--- src/rtl/decrypt_engine_iter.sv ---
// decrypt_engine_iter: multi-round key-tiled subtraction decryptor.
// Accepts {key, ciphertext y, pad}, runs ROUNDS rounds of y <= y - mask(r),
// one per clock, then holds the plaintext y[DATA_W:1] until the sink accepts it.
// Optional build macro: DECRYPT_LSB_CHECK_EN drives out_err from the final y[0];
// when undefined out_err is tied low and no check logic is built.

module decrypt_engine_iter #(
   parameter int unsigned KEY_W       = 11,
   parameter int unsigned DATA_W      = 60,
   parameter int unsigned PAD_W       = 6,
   parameter int unsigned ROUNDS      = 1,
   parameter logic [7:0]  INV_PATTERN = 8'b0001_0110
) (
   input  logic                             Clk,
   input  logic                             Rst,
   input  logic [KEY_W+DATA_W+1+PAD_W-1:0]  in_pkt,
   input  logic                             in_valid,
   output logic                             in_ready,
   output logic [DATA_W-1:0]                out_data,
   output logic                             out_valid,
   input  logic                             out_ready,
   output logic                             out_err,
   output logic                             busy
);

   localparam int unsigned PKT_W = KEY_W + DATA_W + 1 + PAD_W;
   localparam int unsigned Y_W   = DATA_W + 1;
   localparam logic [7:0]  LAST  = 8'(ROUNDS - 1);

   typedef enum logic [1:0] {
      IDLE,
      RUN,
      HOLD
   } state_t;

   state_t          state;
   logic [7:0]      cnt;
   logic [KEY_W-1:0] key_r;
   logic [Y_W-1:0]  y_r;
   logic [Y_W-1:0]  mask;
   logic [Y_W-1:0]  y_next;
   logic            unused_bits;

   // Pad bits carry no information; y_next[0] only matters with the LSB check.
   assign unused_bits = ^{in_pkt[PAD_W-1:0], y_next[0]};

   // Tile the current round key across the word, inverting chunks per INV_PATTERN.
   always_comb begin
      mask = '0;
      for (int unsigned j = 0; j < Y_W; j++) begin
         mask[j] = key_r[j % KEY_W] ^ INV_PATTERN[(j / KEY_W) % 8];
      end
   end

   // One modular subtraction round; borrow out of the MSB is dropped.
   always_comb begin
      y_next = y_r - mask;
   end

   // Control FSM with registered handshake outputs and working registers.
   // key_r holds k_r directly: rotating by one each round equals rotating the
   // original key by (r mod KEY_W), since a KEY_W rotation is the identity.
   always_ff @(posedge Clk or posedge Rst) begin
      if (Rst) begin
         state     <= IDLE;
         cnt       <= '0;
         key_r     <= '0;
         y_r       <= '0;
         out_data  <= '0;
         out_valid <= 1'b0;
         in_ready  <= 1'b1;
         busy      <= 1'b0;
`ifdef DECRYPT_LSB_CHECK_EN
         out_err   <= 1'b0;
`endif
      end else begin
         case (state)
            IDLE: begin
               if (in_valid) begin
                  key_r    <= in_pkt[PKT_W-1 -: KEY_W];
                  y_r      <= in_pkt[PAD_W +: Y_W];
                  cnt      <= '0;
                  in_ready <= 1'b0;
                  busy     <= 1'b1;
                  state    <= RUN;
               end
            end
            RUN: begin
               y_r   <= y_next;
               key_r <= {key_r[KEY_W-2:0], key_r[KEY_W-1]};
               cnt   <= cnt + 8'd1;
               if (cnt == LAST) begin
                  out_data  <= y_next[DATA_W:1];
                  out_valid <= 1'b1;
`ifdef DECRYPT_LSB_CHECK_EN
                  out_err   <= y_next[0];
`endif
                  state     <= HOLD;
               end
            end
            HOLD: begin
               if (out_ready) begin
                  out_valid <= 1'b0;
                  in_ready  <= 1'b1;
                  busy      <= 1'b0;
                  state     <= IDLE;
               end
            end
            default: begin
               state <= IDLE;
            end
         endcase
      end
   end

`ifndef DECRYPT_LSB_CHECK_EN
   assign out_err = 1'b0;
`endif

endmodule

--- config.mk ---
export PLATFORM = sky130hd
export DESIGN_NAME = decrypt_engine_iter
export DESIGN_NICKNAME = d
export VERILOG_FILES = /design/src/rtl/decrypt_engine_iter.sv
export SDC_FILE = /design/constraint.sdc
export NUM_CORES = 1
export LEC_CHECK = 0
export CORE_MARGIN = 4
export CORE_UTILIZATION = 50
export DETAILED_ROUTE_END_ITERATION = 10
export PLACE_DENSITY = 0.72
export SLEW_MARGIN = 30
export SYNTH_ARGS = -nofsm -noshare
export SYNTH_HDL_FRONTEND = slang
export SYNTH_SLANG_ARGS = --single-unit
--- constraint.sdc ---
create_clock -name Clk -period 7.95 [get_ports Clk]
set_input_delay 1.59 -clock Clk [delete_from_list [all_inputs] [get_ports Clk]]
set_output_delay 1.59 -clock Clk [all_outputs]
set_load 0.02 [all_outputs]
; Word-level counts from Yosys, hierarchy flattened
; Cells that the tools add are included.
[word_totals]
output_inout_bits = 64
latch_bits = 0
elab_cells = 54
mem_bits_rw = 0
register_bits = 145
n_memories = 0
inputBits = 82
mem_bits_ro = 0
[classes]
shifts = 0
muxes = 18
multipliers = 0
add_sub_neg = 2
n_reduce_logical = 10
bitwise = 11
n_eq_ne = 5
magnitude_cmp = 0
div_mod_pow = 0
[op_table]
columns = operator, n
row1 = 61-bit one-hot mux with 2 select lines, 1
row2 = 61-bit two-way mux, 1
row3 = 61-bit subtractor, 1
row4 = 11-bit one-hot mux with 2 select lines, 1
row5 = 8-bit one-hot mux with 2 select lines, 1
row6 = 11-bit two-way mux, 1
row7 = 1-bit inverter, 11
row8 = 3-bit AND reduction, 3
row9 = 8-bit by 1-bit adder with 8-bit output (second input constant), 1
row10 = 8-bit logical NOT, 1
row11 = 8-bit two-way mux, 1
row12 = 2-bit two-way mux, 3
row13 = 2-bit != test (second input constant), 3
row14 = 1-bit one-hot mux with 2 select lines, 3
row15 = 2-bit one-hot mux with 3 select lines, 1
row16 = 2-bit nonzero test, 3
row17 = 1-bit two-way mux, 5
row18 = 2-bit AND reduction, 2
row19 = 2-bit by 1-bit == test with 1-bit output (second input constant), 1
row20 = 2-bit == test (second input constant), 1
row21 = 2-bit logical NOT, 1

; Depth between registers and ports, before layout
; Gate-level depths: netlist (run 1).
[logic_depth]
depth_word = 3
mapped_depth = 14
depth_no_buf = 14

; Worst setup path before layout (run 1)
; Ideal clock, no wire load.
[synth_timing]
kind = register -> register
start = register key_r[0]
end = register y_r[60]
arrival_time_ns = 2.933
required_ns = 7.860
path_stages_with_launch = 14
synth_period_minus_slack_ns = 3.023
setup_slack_ns = 4.927
cell_sequence = dfrtp_1 -> ha_1 -> fa_1 -> nor2b_1 -> o31a_1 -> o31ai_2 -> a31oi_1 -> o21ai_2 -> nor4_1 -> or2_4 -> a31o_1 -> a21o_1 -> mux2_4 -> o2111ai_1
[synth_between]
elab_chain_cells = 3
[synth_rtl]
columns = item, line_no
row1 = "start, declared", 38  ; logic [KEY_W-1:0] key_r;
row2 = "start signal, assigned", 80  ; key_r <= in_pkt[PKT_W-1 -: KEY_W];
row3 = "start signal, assigned", 90  ; key_r <= {key_r[KEY_W-2:0], key_r[KEY_W-1]};
row4 = 1-bit inverter (no source line), n/a
row5 = 61-bit subtractor *, 57  ; y_next = y_r - mask;
row6 = 61-bit one-hot mux with 2 select lines *, 77  ; case (state)
row7 = "end signal, assigned", 81  ; y_r <= in_pkt[PAD_W +: Y_W];
row8 = "end signal, assigned", 89  ; y_r <= y_next;
row9 = "end, declared", 39  ; logic [Y_W-1:0] y_r;
; Mark *: on every way between the ends. The rest lies on a longest branch, timed or not.
; A chain may end at the register's enable or synchronous reset.

; Worst setup path in the final report (run 1)
[layout_timing]
start = register key_r[2]
end = register y_r[54]
; Same word-level chain as after synthesis.

==> results.py, run 1 <==
metrics = {
    "finish": {
        "nets": 1414,
        "antenna_cells": 0,
        "final_common_cell": "nand2_1",
        "final_core_utilization": 0.622,
        "final_cell_mix": "232 x nand2_1, 144 x dfrtp_1, 138 x clkdlybuf4s50_1",
        "drive_gt1_frac": 0.0601,
        "area_growth_pct": 21.2,
    },
    "grt": {
        "grt_overflow": 0,
        "grt_pass1_vias": 8800,
        "antenna_found_initial": 0,
        "grt_pass1_wl_um": 47100,
        "grt_max_degree": 79,
        "grt_usage": 0.273,
    },
    "floorplan": {
        "die_w_um": 147,
        "ios": 146,
        "dieArea_um2": 21700,
        "dieHeight_um": 147,
        "core_area_um2": 18900,
        "initial_core_util": 0.513,
        "fp-row-count": 50,
    },
    "worst_setup_path": {
        "reg2reg_setup_slack_ns": 3.71,
        "crit_fanout": 5,
        "reg2regPathDepth": 13,
        "start_kind": "flop",
        "worstPathArrival_ns": 4.61,
        "critPathKind": "reg -> reg",
        "end_kind": "flop",
        "worst_ep_required_time_ns": 8.32,
        "rr_endpoint": "y_r[54]$_DFFE_PP0P_",
        "r2r-start": "key_r[2]$_DFFE_PP0P_",
    },
    "synth": {
        "syn_area_um2": 9690,
        "yosys_warnings": 0,
        "synth_edf_count": 0,
        "ys_seq_elements": 145,
        "synthArstFlopShare": 1.00,
        "synth_nets": 1315,
        "avgSynthCellArea_um2": 8.28,
        "syn_inst": 1170,
        "seq_area_frac_synth": 0.375,
        "ys_dominant_reg_cell": "dfrtp_1",
        "ys_types": 79,
    },
    "clocking": {
        "postCtsHoldBufs": 0,
        "cts.clk_slew.worst_paths_ns": 0.07,
        "post-cts-setup-buffers": 0,
        "root_buffer": "clkbuf_16",
        "clock_latency_ns": 0.44,
        "ctsResizeCount": 0,
        "cts_tree": "done",
        "cts_buffers": 17,
        "cts.htree.levels": 4,
        "cts.sinks": 145,
        "cts_buffer_depth": 2,
    },
    "routing": {
        "vias_per_cell": 5.86,
        "wirelength_um": 29400,
        "wl_per_cell_um": 19.1,
        "drc_errors": 0,
        "dr.first_iter.drc_count": 690,
        "vias": 9032,
        "dr.pass1.iters": 5,
        "ant_nets": 0,
    },
    "timing": {
        "finalCriticalPeriod_ns": 4.24,
        "tns_ns": 0,
        "tightest_slew_ns": 0.870,
        "rsz0062_at_grt": "no",
        "fin_crit_sh": 0.534,
        "max_freq_mhz": 236,
        "hold_viol": 0,
        "timing.final.max_slew_violations": 0,
        "setup_violations": 0,
        "max-slew-margin-rel": 0.418,
        "clock_skew_ns": 0.0147,
        "hold_slack_ns": 0.470,
    },
    "min_path": {
        "hp-start": "out_data[33]$_DFFE_PP0P_",
        "hold_depth": 2,
        "hold_end": "out_data[33]$_DFFE_PP0P_",
        "hold_class": "reg -> reg",
    },
    "placement": {
        "port_buffers": 138,
        "routabilityCongestion": 0.939,
        "dp_hpwl_um": 21100,
    },
    "job": {
        "cap_violations": 0,
    },
    "outcome": {
        "status": "completed",
    },
}
-- through the flow --
stage               instances  area (um^2)  setup WS, ns
global placement         1510        11100          3.57
floorplan                1170         9690          2.47
finish                   1542        11700          3.71
global route             1542        11700          3.55
detailed placement       1510        11100          3.52
CTS                      1542        11700          3.81
-- per-layer routing --
layer	wire length [um]	GRT usage	up-vias
met4	716	0.0918	0
met5	0	0	-
li1	-	-	4347
met2	13200	0.428	307
met1	13500	0.386	4330
met3	1900	0.0472	48
-- cells by family (layout without fill, tap and decap cells) --
logic type	count (synthesis)	after routing	share of synthesized area
buffers and inverters	95	207	0.0474
xor gates and xnor gates	58	58	0.0538
muxes	16	16	0.0183
AOI/OAI and AO/OA	367	367	0.233
adders and majority gates	63	63	0.0821
other	1	1	0.000387
and+or+nand+nor	425	425	0.190
DFF	145	145	0.375
-- cells in the mapped netlist, types with 10 or more instances --
cell,instances,area (um^2)
nor2_1,89,334
o21bai_1,12,90.1
dfrtp_1,144,3600
and3_1,11,68.8
nand3_1,14,70.1
clkbuf_1,42,158
o22ai_1,14,87.6
a21o_1,31,233
xor2_1,26,228
a31oi_1,44,275
ha_1,62,776
nand4_1,16,100
a22oi_1,10,75.1
mux2_2,10,113
inv_1,28,105
nor2b_1,16,100
nand2_1,233,875
o21ai_0,83,415
xnor2_1,31,272
a21oi_1,109,546
nor3_1,12,60.1
-- how the worst max path moves through the flow --
stage,from,to,cells after the start
floorplan,Rst,busy$_DFFE_PP0P_,1
global placement,in_valid,y_r[51]$_DFFE_PP0P_,7
detailed placement,in_valid,cnt[5]$_DFFE_PP0P_,7
CTS,key_r[2]$_DFFE_PP0P_,y_r[54]$_DFFE_PP0P_,13
global route,key_r[2]$_DFFE_PP0P_,y_r[54]$_DFFE_PP0P_,13
finish,key_r[2]$_DFFE_PP0P_,y_r[54]$_DFFE_PP0P_,13
-- flip-flops by register name (all words and copies together) (netlist names) --
| name | count |
|---|---|
| in_ready | 1 |
| state | 2 |
| busy | 1 |
| out_data | 60 |
| key_r | 11 |
| y_r | 61 |
| cnt | 8 |
| out_valid | 1 |
-- worst max-delay path: stages, from the launching register on --
cell,delay (ns)
dfrtp_1,0.60
inv_1,0.28
ha_1,0.41
nor2b_1,0.16
o31a_1,0.31
o311ai_0,0.54
a31oi_1,0.27
nor3_2,0.28
o221ai_1,0.27
a41o_1,0.33
a21oi_1,0.22
xnor2_1,0.24
nand2_1,0.09
a21oi_1,0.16
-- cell type report --
class                   instances  area [um^2]
flip-flops and latches        145         3630
clock buffers                  18          429
inverters                      29          114
repair buffers                146         1450
well taps                     260          325
clock inverters                14          179
fillers                      1738         7150
multi-input cells             930         5620
Power of run 1 is not shown: default switching activity piles up to over one toggle a cycle in this logic, so the estimate is an artifact.
==> inputs of run 2 (changes only) <==
Clock period 7.95 ns to 4.4 ns, I/O delays scaled along.
==> run 2 against run 1 <==
  * Global-route usage rose by 0.087 points
  * Register-to-register slack got worse by 3.1 ns
  * Sequential share of layout area fell by 0.21 points
  * Non-clock buffer count rose by 10
  * Clock skew fell by 0.0054 ns
==> results.py, run 2 (same netlist as run 1, synthesis figures left out) <==
metrics = {
    "grt": {
        "grt_usage": 0.274,
        "grt_max_degree": 146,
        "grt_overflow": 0,
        "antenna_found_initial": 0,
        "grt_pass1_wl_um": 47500,
        "grt_pass1_vias": 8865,
    },
    "clocking": {
        "cts_buffer_depth": 2,
        "clock_latency_ns": 0.43,
        "cts.htree.levels": 4,
        "cts.sinks": 145,
        "cts.clk_slew.worst_paths_ns": 0.06,
        "post-cts-setup-buffers": 0,
        "ctsResizeCount": 0,
        "root_buffer": "clkbuf_16",
        "cts_buffers": 17,
        "cts_tree": "done",
        "postCtsHoldBufs": 0,
    },
    "finish": {
        "area_growth_pct": 22.0,
        "final_common_cell": "nand2_1",
        "final_cell_mix": "232 x nand2_1, 144 x dfrtp_1, 138 x clkdlybuf4s50_1",
        "antenna_cells": 0,
        "final_core_utilization": 0.626,
        "fillCellCount": 1693,
        "nets": 1424,
        "multi_input_area_um2": 5620,
        "top_regs": "y_r x61, out_data x60, key_r x11",
        "drive_gt1_frac": 0.0666,
        "top_register": "y_r",
        "largest_reg_flops": 61,
        "fin_area_um2": 11800,
        "seq_area_um2": 3630,
    },
    "timing": {
        "timing.final.max_slew_violations": 0,
        "tightest_slew_ns": 0.842,
        "max-slew-margin-rel": 0.439,
        "tns_ns": 0,
        "hold_viol": 0,
        "max_freq_mhz": 261,
        "setup_violations": 0,
        "fin_crit_sh": 0.871,
        "rsz0062_at_grt": "no",
        "finalCriticalPeriod_ns": 3.83,
        "clock_skew_ns": 0.00925,
    },
    "min_path": {
        "hold_depth": 2,
        "hold_end": "out_data[40]$_DFFE_PP0P_",
        "hp-start": "out_data[40]$_DFFE_PP0P_",
        "hold_class": "reg -> reg",
    },
    "outcome": {
        "status": "completed",
    },
    "placement": {
        "routabilityCongestion": 0.973,
        "port_buffers": 138,
        "dpl_cell_area_um2": 11200,
        "dp_hpwl_um": 21600,
    },
    "worst_setup_path": {
        "cpMaxStageDelayCell": "dfrtp_1",
        "crit_chain": "inv_1 > ha_1 > o211ai_1 > nor3_1 > o31ai_2 > a31oi_1 > o21ai_2 > nor4_1 > or2_4 > a31o_1 > a21o_1 > mux2i_1 > o2111ai_1",
        "r2r-start": "key_r[5]$_DFFE_PP0P_",
        "reg2reg_setup_slack_ns": 0.57,
        "rr_endpoint": "y_r[60]$_DFFE_PP0P_",
        "critPathKind": "reg -> reg",
        "worst_ep_required_time_ns": 4.68,
        "slowest_delay_ns": 0.56,
        "crit_fanout": 7,
        "start_kind": "flop",
        "end_kind": "flop",
        "cp_num_buf_inv": 1,
        "cp_top_family": "compound AO/OA/AOI/OAI gates",
        "worstPathArrival_ns": 4.11,
        "reg2regPathDepth": 13,
    },
    "routing": {
        "vias": 9058,
        "wl_per_cell_um": 19.0,
        "dr.pass1.iters": 5,
        "vias_per_cell": 5.84,
        "drc_errors": 0,
        "wirelength_um": 29400,
        "ant_nets": 0,
        "dr.first_iter.drc_count": 667,
    },
    "floorplan": {
        "fp-row-count": 50,
        "die_w_um": 147,
        "ios": 146,
        "dieHeight_um": 147,
        "core_area_um2": 18900,
        "dieArea_um2": 21700,
        "initial_core_util": 0.513,
    },
    "job": {
        "cap_violations": 0,
    },
}
## run 2: cell count changes in the layout (fill, tap and decap cells not counted), sizes merged
cell / change
clkinv: -1
clkbuf: +2
buf: +10
clkinvlp: +1
inv: -2
## run 2: cell type report
class,count,area share
well taps,260,0.0275
multi-input cells,930,0.475
clock buffers,20,0.0378
flip-flops and latches,145,0.307
repair buffers,156,0.129
clock inverters,12,0.0133
inverters,29,0.00952
## run 2: worst max path at each step
stage                         start                   to  slack, ns  depth (start not counted)
5_1_grt        key_r[5]$_DFFE_PP0P_  y_r[60]$_DFFE_PP0P_       0.29                         13
2_1_floorplan  key_r[0]$_DFFE_PP0P_  y_r[60]$_DFFE_PP0P_       1.38                         13
4_1_cts        key_r[5]$_DFFE_PP0P_  y_r[60]$_DFFE_PP0P_       0.60                         13
6_report       key_r[5]$_DFFE_PP0P_  y_r[60]$_DFFE_PP0P_       0.57                         13
3_3_place_gp   key_r[0]$_DFFE_PP0P_  y_r[54]$_DFFE_PP0P_       0.69                         13
3_5_place_dp   key_r[0]$_DFFE_PP0P_  y_r[54]$_DFFE_PP0P_       0.62                         13
## run 2: metal layers
layer	GRT usage	up-vias	part of all wire
met3	0.0484	44	0.061
met1	0.383	4341	0.46
met2	0.436	304	0.46
li1	-	4369	-
met4	0.0857	0	0.023
met5	0	-	0
## run 2: per-stage QoR
step           hold slack (ns)  worst slack (ns)  instances
3_3_place_gp             0.458             0.687       1520
6_report                 0.472             0.569       1552
5_1_grt                  0.495             0.292       1552
2_1_floorplan            0.446              1.38       1170
4_1_cts                  0.477             0.602       1552
3_5_place_dp             0.462             0.615       1520
## run 2: worst register-to-register path, cell delays in order, from the launching register on
cell and delay (ns):
dfrtp_1 0.56, inv_1 0.27, ha_1 0.43, o211ai_1 0.21, nor3_1 0.24, o31ai_2 0.13
a31oi_1 0.40, o21ai_2 0.17, nor4_1 0.30, or2_4 0.19, a31o_1 0.22, a21o_1 0.23
mux2i_1 0.22, o2111ai_1 0.12
Power of run 2 is left out for the same reason.
